===== config.mk =====
export PLATFORM = sky130hd
export DESIGN_NAME = alu_arbiter
export DESIGN_NICKNAME = d
export VERILOG_FILES = /design/src/rtl/alu_arbiter.sv
export SDC_FILE = /design/constraint.sdc
export NUM_CORES = 1
export LEC_CHECK = 0
export BUFFER_PORTS_ARGS = -buffer_cell sky130_fd_sc_hd__clkbuf_2
export CORE_ASPECT_RATIO = 1.75
export CORE_MARGIN = 4
export CORE_UTILIZATION = 33
export CTS_CLUSTER_SIZE = 24
export DETAILED_ROUTE_END_ITERATION = 10
export PLACE_DENSITY_LB_ADDON = 0.15
export SYNTH_ARGS = -nofsm -noshare
export SYNTH_HDL_FRONTEND = slang
export SYNTH_SLANG_ARGS = --single-unit

===== constraint.sdc =====
create_clock -name clk -period 3.9 [get_ports clk]
set_input_delay 1.17 -clock clk [delete_from_list [all_inputs] [get_ports clk]]
set_output_delay 1.17 -clock clk [all_outputs]
set_load 0.1 [all_outputs]

===== src/rtl/alu_arbiter.sv =====
// Two-requester front end sharing one 32-bit ALU.
// Round-robin grant in IDLE, one cycle of execute, then a held response until consumed.
module alu_arbiter (
    input  logic        clk,
    input  logic        rst_n,
    input  logic        req0_valid,
    output logic        req0_ready,
    input  logic [31:0] req0_a,
    input  logic [31:0] req0_b,
    input  logic [3:0]  req0_op,
    input  logic        req1_valid,
    output logic        req1_ready,
    input  logic [31:0] req1_a,
    input  logic [31:0] req1_b,
    input  logic [3:0]  req1_op,
    output logic        rsp_valid,
    input  logic        rsp_ready,
    output logic        rsp_id,
    output logic [31:0] rsp_result,
    output logic        rsp_zero,
    output logic        busy
);

    localparam int unsigned DW  = 32;
    localparam int unsigned OPW = 4;

    typedef enum logic [1:0] {
        IDLE = 2'd0,
        EXEC = 2'd1,
        RESP = 2'd2
    } state_e;

    state_e         state_q, state_d;
    logic           prio_q, prio_d;
    logic [DW-1:0]  a_q, a_d;
    logic [DW-1:0]  b_q, b_d;
    logic [OPW-1:0] op_q, op_d;
    logic           id_q, id_d;
    logic           rsp_id_q, rsp_id_d;
    logic [DW-1:0]  rsp_result_q, rsp_result_d;
    logic           rsp_zero_q, rsp_zero_d;

    logic           gnt_id;
    logic           accept;
    logic [DW-1:0]  alu_result;

    // Grant: pointer breaks ties, otherwise whichever requester is valid.
    always_comb begin
        gnt_id     = (req0_valid && req1_valid) ? prio_q : req1_valid;
        req0_ready = rst_n && (state_q == IDLE) && req0_valid && !gnt_id;
        req1_ready = rst_n && (state_q == IDLE) && req1_valid &&  gnt_id;
        accept     = req0_ready || req1_ready;
    end

    // Shared ALU, fed only from the latched operands.
    always_comb begin
        alu_result = '0;
        unique case (op_q)
            4'b0000: alu_result = DW'(a_q + b_q);
            4'b0010: alu_result = DW'(a_q - b_q);
            4'b0100: alu_result = DW'((a_q != '0) && (b_q != '0));
            4'b0101: alu_result = DW'((a_q != '0) || (b_q != '0));
            4'b0110: alu_result = a_q ^ b_q;
            4'b0111: alu_result = ~(a_q | b_q);
            4'b1010: alu_result = DW'(a_q > b_q);
            default: alu_result = '0;
        endcase
    end

    always_comb begin
        state_d      = state_q;
        prio_d       = prio_q;
        a_d          = a_q;
        b_d          = b_q;
        op_d         = op_q;
        id_d         = id_q;
        rsp_id_d     = rsp_id_q;
        rsp_result_d = rsp_result_q;
        rsp_zero_d   = rsp_zero_q;
        unique case (state_q)
            IDLE: begin
                if (accept) begin
                    a_d     = gnt_id ? req1_a  : req0_a;
                    b_d     = gnt_id ? req1_b  : req0_b;
                    op_d    = gnt_id ? req1_op : req0_op;
                    id_d    = gnt_id;
                    state_d = EXEC;
                end
            end
            EXEC: begin
                rsp_result_d = alu_result;
                rsp_zero_d   = (alu_result == '0);
                rsp_id_d     = id_q;
                state_d      = RESP;
            end
            RESP: begin
                if (rsp_ready) begin
                    prio_d  = !rsp_id_q;
                    state_d = IDLE;
                end
            end
            default: state_d = IDLE;
        endcase
    end

    always_ff @(posedge clk or negedge rst_n) begin
        if (!rst_n) begin
            state_q      <= IDLE;
            prio_q       <= 1'b0;
            a_q          <= '0;
            b_q          <= '0;
            op_q         <= '0;
            id_q         <= 1'b0;
            rsp_id_q     <= 1'b0;
            rsp_result_q <= '0;
            rsp_zero_q   <= 1'b0;
        end else begin
            state_q      <= state_d;
            prio_q       <= prio_d;
            a_q          <= a_d;
            b_q          <= b_d;
            op_q         <= op_d;
            id_q         <= id_d;
            rsp_id_q     <= rsp_id_d;
            rsp_result_q <= rsp_result_d;
            rsp_zero_q   <= rsp_zero_d;
        end
    end

    assign rsp_valid  = (state_q == RESP);
    assign busy       = (state_q != IDLE);
    assign rsp_id     = rsp_id_q;
    assign rsp_result = rsp_result_q;
    assign rsp_zero   = rsp_zero_q;

endmodule


Word level (Yosys, flattened, before mapping)
Cells that the tools add are included.

operators by class
  $add $sub $neg = 2
  $mul = 0
  divide/modulo/power cells = 0
  $lt $le $gt $ge = 1
  equal/unequal tests = 10
  shift-type cells = 0
  multiplexer cells = 8
  bitwise operators = 3
  reductions and logical operators = 20

operators with widths
  operator                                        number
  one-hot mux 32 bit (7 select lines)             1
  2-to-1 mux 32 bit                               2
  nonzero test 32 bit                             2
  adder 32 bit                                    1
  greater-than comparator 32 bit                  1
  zero test 32 bit                                1
  inverter 32 bit                                 1
  OR 32 bit                                       1
  subtractor 32 bit                               1
  XOR 32 bit                                      1
  == test 4 x 3 -> 1 bit (second input constant)  4
  logical AND 1 bit                               7
  one-hot mux 2 bit (3 select lines)              1
  AND reduction 2 bit                             3
  == test 4 x 2 -> 1 bit (second input constant)  1
  == test 4 bit (second input constant)           1
  zero test 4 bit                                 1
  2-to-1 mux 2 bit                                2
  2-to-1 mux 4 bit                                1
  == test 2 x 1 -> 1 bit (second input constant)  1
  == test 2 bit (second input constant)           1
  zero test 1 bit                                 2
  zero test 2 bit                                 1
  logical OR 1 bit                                2
  other kinds (4)                                 4

word-level totals
  bits in registers = 106
  latch bits = 0
  bits in writable memories = 0
  bits in read-only memories = 0
  memories kept = 0

Longest topological paths before layout
Gate-level depths: netlist (run 1).

  word-level depth = 7
  mapped depth = 14
  depth with buffers taken out = 14

Least setup slack after synthesis (run 1)
Ideal clock, no wire load.

  kind = in2out
  start = in req0_valid
  end = out req1_ready
  data arrival time = 3.823 ns
  slack = -1.093 ns
  stages on the path = 5
  buffers on the path = 2
  cells stage by stage = inv_1 o21ai_0 clkbuf_1 clkbuf_1 nor3_1

between the ends
  word-level cells in the longest chain between the ends = 3

ends and longest elaborated chain
  item               RTL line  source
  from (decl)        6         input logic req0_valid,
  logical AND 1 bit  49        gnt_id = (req0_valid && req1_valid) ? prio_q : req1_valid;
  2-to-1 mux 1 bit   49
  logical AND 1 bit  51        req1_ready = rst_n && (state_q == IDLE) && req1_valid && gnt_id;
  to (decl)          12        output logic req1_ready,

No other way between the ends.

Worst setup path in the final report (run 1)
  start = reg a_q[0]
  end = reg rsp_zero_q (netlist: rsp_zero)

between the ends
  word-level cells in the longest chain between the ends = 4
  elaborated cells on any way between the ends = 11
  classes of those cells = add/sub (2); order compare (1); mux (1); bitwise (3); reduce/logical (4)

ends and longest elaborated chain
  item                                                       RTL line  source
  from (decl)                                                35        logic [DW-1:0] a_q, a_d;
  from (signal assigned)                                     110       a_q <= '0;
  from (signal assigned)                                     120       a_q <= a_d;
  branches (longest 2 deep; another with subtractor 32 bit)  --
  one-hot mux 32 bit (7 select lines) *                      58        unique case (op_q)
  zero test 32 bit *                                         92        rsp_zero_d = (alu_result == '0);
  to (signal assigned)                                       126       rsp_zero_q <= rsp_zero_d;
  to (decl)                                                  41        logic rsp_zero_q, rsp_zero_d;

Mark *: on every way between the ends.
A chain may end at the register's enable or synchronous reset.

==> results of run 1 <==
final timing paths:
path,cells after the start,to,startpoint
worst max-delay path,14,rsp_zero,a_q[0]
worst min-delay path,2,rsp_result[23],rsp_result[23]
worst max register to register,14,rsp_zero,a_q[0]
worst min register to register,2,rsp_result[23],rsp_result[23]
max in group asynchronous,3,b_q[6],rst_n
min in group asynchronous,2,rsp_result[24],rst_n
through the flow:
| step | worst slack (ns) | hold WS [ns] | cell area [sq um] |
|---|---|---|---|
| finish | 0.151 | 0.480 | 13500 |
| global route | -0.0248 | 0.507 | 13500 |
| CTS | 0.00534 | 0.489 | 13300 |
| detailed placement | -0.0669 | 0.473 | 12900 |
| floorplan | 0.149 | 0.490 | 10200 |
| global placement | -0.0394 | 0.468 | 12900 |
power breakdown:
group	internal, mW	total (mW)	switching [mW]	leakage (nW)
Clock	0.745	1.20	0.450	0.189
Sequential	1.56	1.94	0.377	1.23
Combinational	4.40	11.7	7.30	5.18
Total	6.71	14.8	8.12	6.61
placed cells by master (no fill, tap or decap), drive strengths merged, types with 25 or more instances in the layout:
cell type	netlist	final
buf	21	211
clkbuf	63	187
a21oi	154	154
nor2	140	140
dfrtp	106	106
inv	101	101
ha	95	95
nand2	92	92
o21ai	74	74
mux2i	73	73
nor4	33	33
nor3	27	27
a211oi	25	25
state kept, by name, summed over array words and instances (netlist names):
signal	cells
state_q	2
op_q	4
rsp_id	1
prio_q	1
rsp_zero	1
rsp_result	32
id_q	1
b_q	32
a_q	32
per-layer routing:
metal  global-route usage, %  vias up  wire length, microns
met5                       0        -                     0
met2                    43.9      424                 21400
met4                    14.2        0                  2660
met1                    31.4     5215                 17600
met3                    2.89      108                  2300
li1                        -     5326                     -
cells by family (layout without fill, tap and decap cells):
family | Yosys count | count (layout) | synth area share [%]
compound gates | 413 | 413 | 26.5
flops | 106 | 106 | 25.9
mux | 88 | 88 | 8.79
xor+xnor | 6 | 6 | 0.514
buf+inv | 185 | 503 | 7.32
fa+ha+maj | 97 | 97 | 12.0
simple gates | 403 | 403 | 18.9
critical path: stages, from the launching register on:
cell      delay [ns]
dfrtp_1         0.38
ha_1            0.20
inv_1           0.06
fa_1            0.44
nand3b_1        0.23
and2_1          0.23
o221ai_1        0.33
nand2_1         0.12
mux2i_1         0.15
a211oi_2        0.35
nand2_1         0.12
nor4_2          0.35
nand4_1         0.21
nor4_2          0.35
a22o_1          0.16
cell type report:
| type | instances | area, sq um |
|---|---|---|
| Sequential cell | 106 | 2650 |
| Timing Repair Buffer | 386 | 2560 |
| Multi-Input combinational cell | 1007 | 7020 |
| Tap cell | 391 | 489 |
| Clock inverter | 4 | 120 |
| Clock buffer | 12 | 267 |
| Fill cell | 3136 | 17200 |
| Inverter | 101 | 379 |
repair_timing:
action                                  in CTS  in global routing
pin swaps                                    0                  7
endpoints found under the setup margin       1                  2
resized for setup                            4                 33
buffers inserted                             0                  3
==> impl_metrics.csv, run 1 <==
group,metric,value,unit
layout,area_delta_synth_final,31.8,%
layout,final_util,43.9,%
placement,gp_congestion,0.977,
layout,antennaDiodeCount,0,
yosys,synth_warnings,0,
drt,drtPass1Iterations,5,
yosys,synth_area_per_cell,7.88,sq um
yosys,synthCells,1298,
placement,dp_cells,1988,
drt,drc,0,
sta,worst_slew_pin_slew,0.816,ns
drt,via_per_inst,5.52,
sta,tns,0,ns
yosys,synth_edf_count,0,
floorplanning,io_pins,179,
yosys,synth_most_common_cell,"a21oi_1",
power_and_ir_drop,p_leak,6.61,nW
yosys,synthesis.area,10200,sq um
layout,fin_nets,1849,
critical_path,critPathRequiredTime,4.22,ns
floorplanning,die_area,34000,sq um
power_and_ir_drop,total_power,14.8,mW
clock_network,clkTransAtPathRegs,0.07,ns
yosys,synth.area.top_cells,"dfrtp_1, ha_1, a21oi_1, mux2i_1, nor2_1",
sta,clock.fmax,267,MHz
floorplanning,core-area,30700,sq um
clock_network,cts_inserted_buffers,9,
floorplanning,initial_utilization,33.3,%
critical_path,startpoint_type,"flip-flop",
grt,grt_max_degree,69,
sta,final_max_slew_viol_count,0,
drt,dr.first_iter.drc_count,843,
yosys,netlist.area_leader.share,25.9,%
sta,finalHoldViolations,0,
yosys,synth_flop_cell,"dfrtp_1",
clock_network,cts_tree,"built",
drt,wl_per_cell,21.9,microns
yosys,synth_nets,1536,
power_and_ir_drop,vdd_drop_max,0.487,mV
layout,drive_gt1_share,29.3,%
placement,port_buffers,178,
flow_run,cap_violations,0,
grt,antenna_found_initial,0,
status,status,"completed",
sta,setup_viol,0,
floorplanning,chipHeight,241,microns
critical_path,cp.arrival,4.07,ns
grt,overflow,0,
yosys,ys_top_cells_by_count,"a21oi_1, nor2_1, dfrtp_1",
yosys,async_reset_ff_share,100,%
grt,grt_pass1_wl,66500,microns
sta,final.min_clock_period,3.75,ns
clock_network,cts_root_buf,"clkbuf_16",
clock_network,cts_hold_buf,0,
floorplanning,rows,85,
drt,antenna_left,0,
sta,period_share,96.1,%
clock_network,cts.sinks,106,
drt,wl,44000,microns
clock_network,clkLatencyLatePin,0.39,ns
drt,vias,11100,
yosys,yosysSeqAreaShare,25.9,%
clock_network,clock_path_buffers,2,
sta,maxSlewHeadroom,45.6,%
yosys,synth_seq_cells,106,
critical_path,worst-path-max-fanout,3,
placement,dp.final_hpwl,36700,microns
sta,finClkSkew,0.00746,ns
floorplanning,die_w,141,microns
min_path,hold_path.class,"reg -> reg",
grt,gr-usage-all-layers,25.7,%
yosys,ys_types,86,
layout,layout.cells.non_filler,2007,
yosys,synth_top_area_cell,"dfrtp_1",
critical_path,r2r_setup_slack,0.15,ns
grt,grt_pass1_vias,11000,
critical_path,criticalPathCategory,"reg -> reg",
power_and_ir_drop,power_density,1100,nW/um^2
critical_path,end_kind,"flip-flop",
clock_network,cts_htree_levels,3,
(Power assumes the default switching activity.)
==> run 2: changes to the inputs <==
CORE_UTILIZATION = 40   (was 33)
==> run 2 against run 1 <==
Net effect: final area shrank 2.7%; sequential share of layout area grew 0.55 points; global-route usage grew 4.3 points; total power shrank 3.8%; sequential power grew 2%; routed wire length shrank 3.7%; critical path depth grew 2.
==> impl_metrics.csv, run 2 (synthesis results as in run 1) <==
group,metric,value,unit
status,status,"completed",
placement,gp_congestion,0.992,
clock_network,clock_path_buffers,2,
placement,dp_cells,1888,
grt,grt_max_degree,95,
grt,gr-usage-all-layers,30.0,%
clock_network,cts_hold_buf,0,
sta,tns,0,ns
critical_path,timing.rr.end,"rsp_zero",
clock_network,clkLatencyLatePin,0.38,ns
sta,clock.fmax,266,MHz
critical_path,worst-path-max-fanout,6,
layout,layout_common_cells,"buf_4, clkbuf_2, a21oi_1, nor2_1, dfrtp_1",
clock_network,cts_htree_levels,3,
floorplanning,die_w,129,microns
grt,antenna_found_initial,0,
clock_network,cts_inserted_buffers,9,
layout,area_delta_synth_final,28.2,%
sta,final_max_slew_viol_count,0,
drt,vias,11100,
critical_path,criticalPathCategory,"reg -> reg",
clock_network,clkTransAtPathRegs,0.08,ns
drt,wl_per_cell,22.2,microns
sta,final.min_clock_period,3.76,ns
power_and_ir_drop,total_power,14.3,mW
grt,grt_pass1_wl,64500,microns
critical_path,critPathRequiredTime,4.22,ns
layout,fillers,2529,
clock_network,cts_root_buf,"clkbuf_16",
drt,dr.first_iter.drc_count,805,
min_path,hold_path.class,"reg -> reg",
layout,fin_nets,1826,
floorplanning,rows,77,
min_path,whs_path_depth,2,
clock_network,cts_tree,"built",
power_and_ir_drop,p_leak,6.44,nW
flow_run,cap_violations,0,
layout,drive_gt1_share,28.6,%
critical_path,rr_worst_depth,16,
drt,via_per_inst,5.80,
critical_path,end_kind,"flip-flop",
placement,port_buffers,178,
grt,overflow,0,
clock_network,cts.sinks,106,
critical_path,worstReg2RegStart,"a_q[0]",
power_and_ir_drop,power_density,1090,nW/um^2
power_and_ir_drop,vdd_drop_max,0.383,mV
sta,setup_viol,0,
critical_path,r2r_setup_slack,0.14,ns
floorplanning,core-area,25200,sq um
layout,fin_area,13100,sq um
sta,finalHoldViolations,0,
floorplanning,die_area,28300,sq um
drt,drtPass1Iterations,6,
grt,grt_pass1_vias,11000,
placement,placed_cell_area,12600,sq um
sta,period_share,96.3,%
min_path,min_from,"rsp_result[27]",
layout,final_common_cell,"buf_4",
sta,finClkSkew,0.0100,ns
floorplanning,io_pins,179,
layout,final_util,52.0,%
critical_path,cp.arrival,4.07,ns
sta,maxSlewHeadroom,44.0,%
drt,antenna_left,0,
layout,regArea,2650,sq um
critical_path,startpoint_type,"flip-flop",
floorplanning,chipHeight,220,microns
placement,dp.final_hpwl,35300,microns
drt,drc,0,
drt,wl,42400,microns
floorplanning,initial_utilization,40.5,%
min_path,holdPathEnd,"rsp_result[27]",
sta,worst_slew_pin_slew,0.840,ns
layout,multi_input_area,7050,sq um
layout,layout.cells.non_filler,1910,
## run 2: final cells by class
class	count	share of cell area [%]
clock buffer	10	1.82
clock inverter	6	0.543
tap	316	3.01
sequential	106	20.2
multi-input combinational	1007	53.7
timing repair buffer	363	17.8
antenna	1	0.0191
inverter	101	2.89
## run 2: worst max path at each step
stage | start | endpoint | slack [ns] | depth (start not counted)
final | a_q[0] | rsp_zero | 0.14 | 16
after CTS | b_q[12] | rsp_zero | 0.002 | 15
after floorplan | req0_valid | req0_ready | 0.15 | 5
after global placement | b_q[1] | rsp_zero | -0.29 | 16
after detailed placement | a_q[1] | rsp_zero | -0.26 | 16
after global routing | a_q[0] | rsp_zero | -0.02 | 17
## run 2: worst max-delay path, stage by stage (launching register included)
cell	delay, ns
dfrtp_1	0.38
ha_1	0.18
inv_1	0.06
fa_1	0.39
nor2b_1	0.17
o2111ai_1	0.15
buf_4	0.17
a311o_1	0.42
nand4b_1	0.15
buf_4	0.16
a21oi_1	0.13
a32oi_1	0.31
a21o_1	0.22
a21oi_1	0.09
xnor2_1	0.16
a2111oi_2	0.37
a22o_1	0.18
## run 2: power breakdown
part           total [mW]  internal (mW)  switching [mW]
clock               0.986          0.522           0.464
combinational        11.3           4.14            7.17
sequential           1.98           1.56           0.413
## run 2: what timing repair did
item,4_1_cts,5_1_grt
gates resized for setup,7,31
pin swaps,0,10
setup endpoints to repair,4,4
buffers inserted,0,5
## run 2: stage by stage
| step | hold slack, ns | worst slack (ns) |
|---|---|---|
| 4_1_cts | 0.489 | 0.00186 |
| 3_3_place_gp | 0.462 | -0.287 |
| 5_1_grt | 0.516 | -0.0165 |
| 2_1_floorplan | 0.490 | 0.149 |
| 3_5_place_dp | 0.470 | -0.261 |
| 6_report | 0.485 | 0.144 |
## run 2: per-layer routing
layer  GRT usage (%)  vias up  part of all wire [%]
met5               0        -                     0
met4            17.2        0                   6.4
met3            4.29      117                   5.8
met2            49.9      402                    49
met1            36.6     5273                    39
li1                -     5282                     -
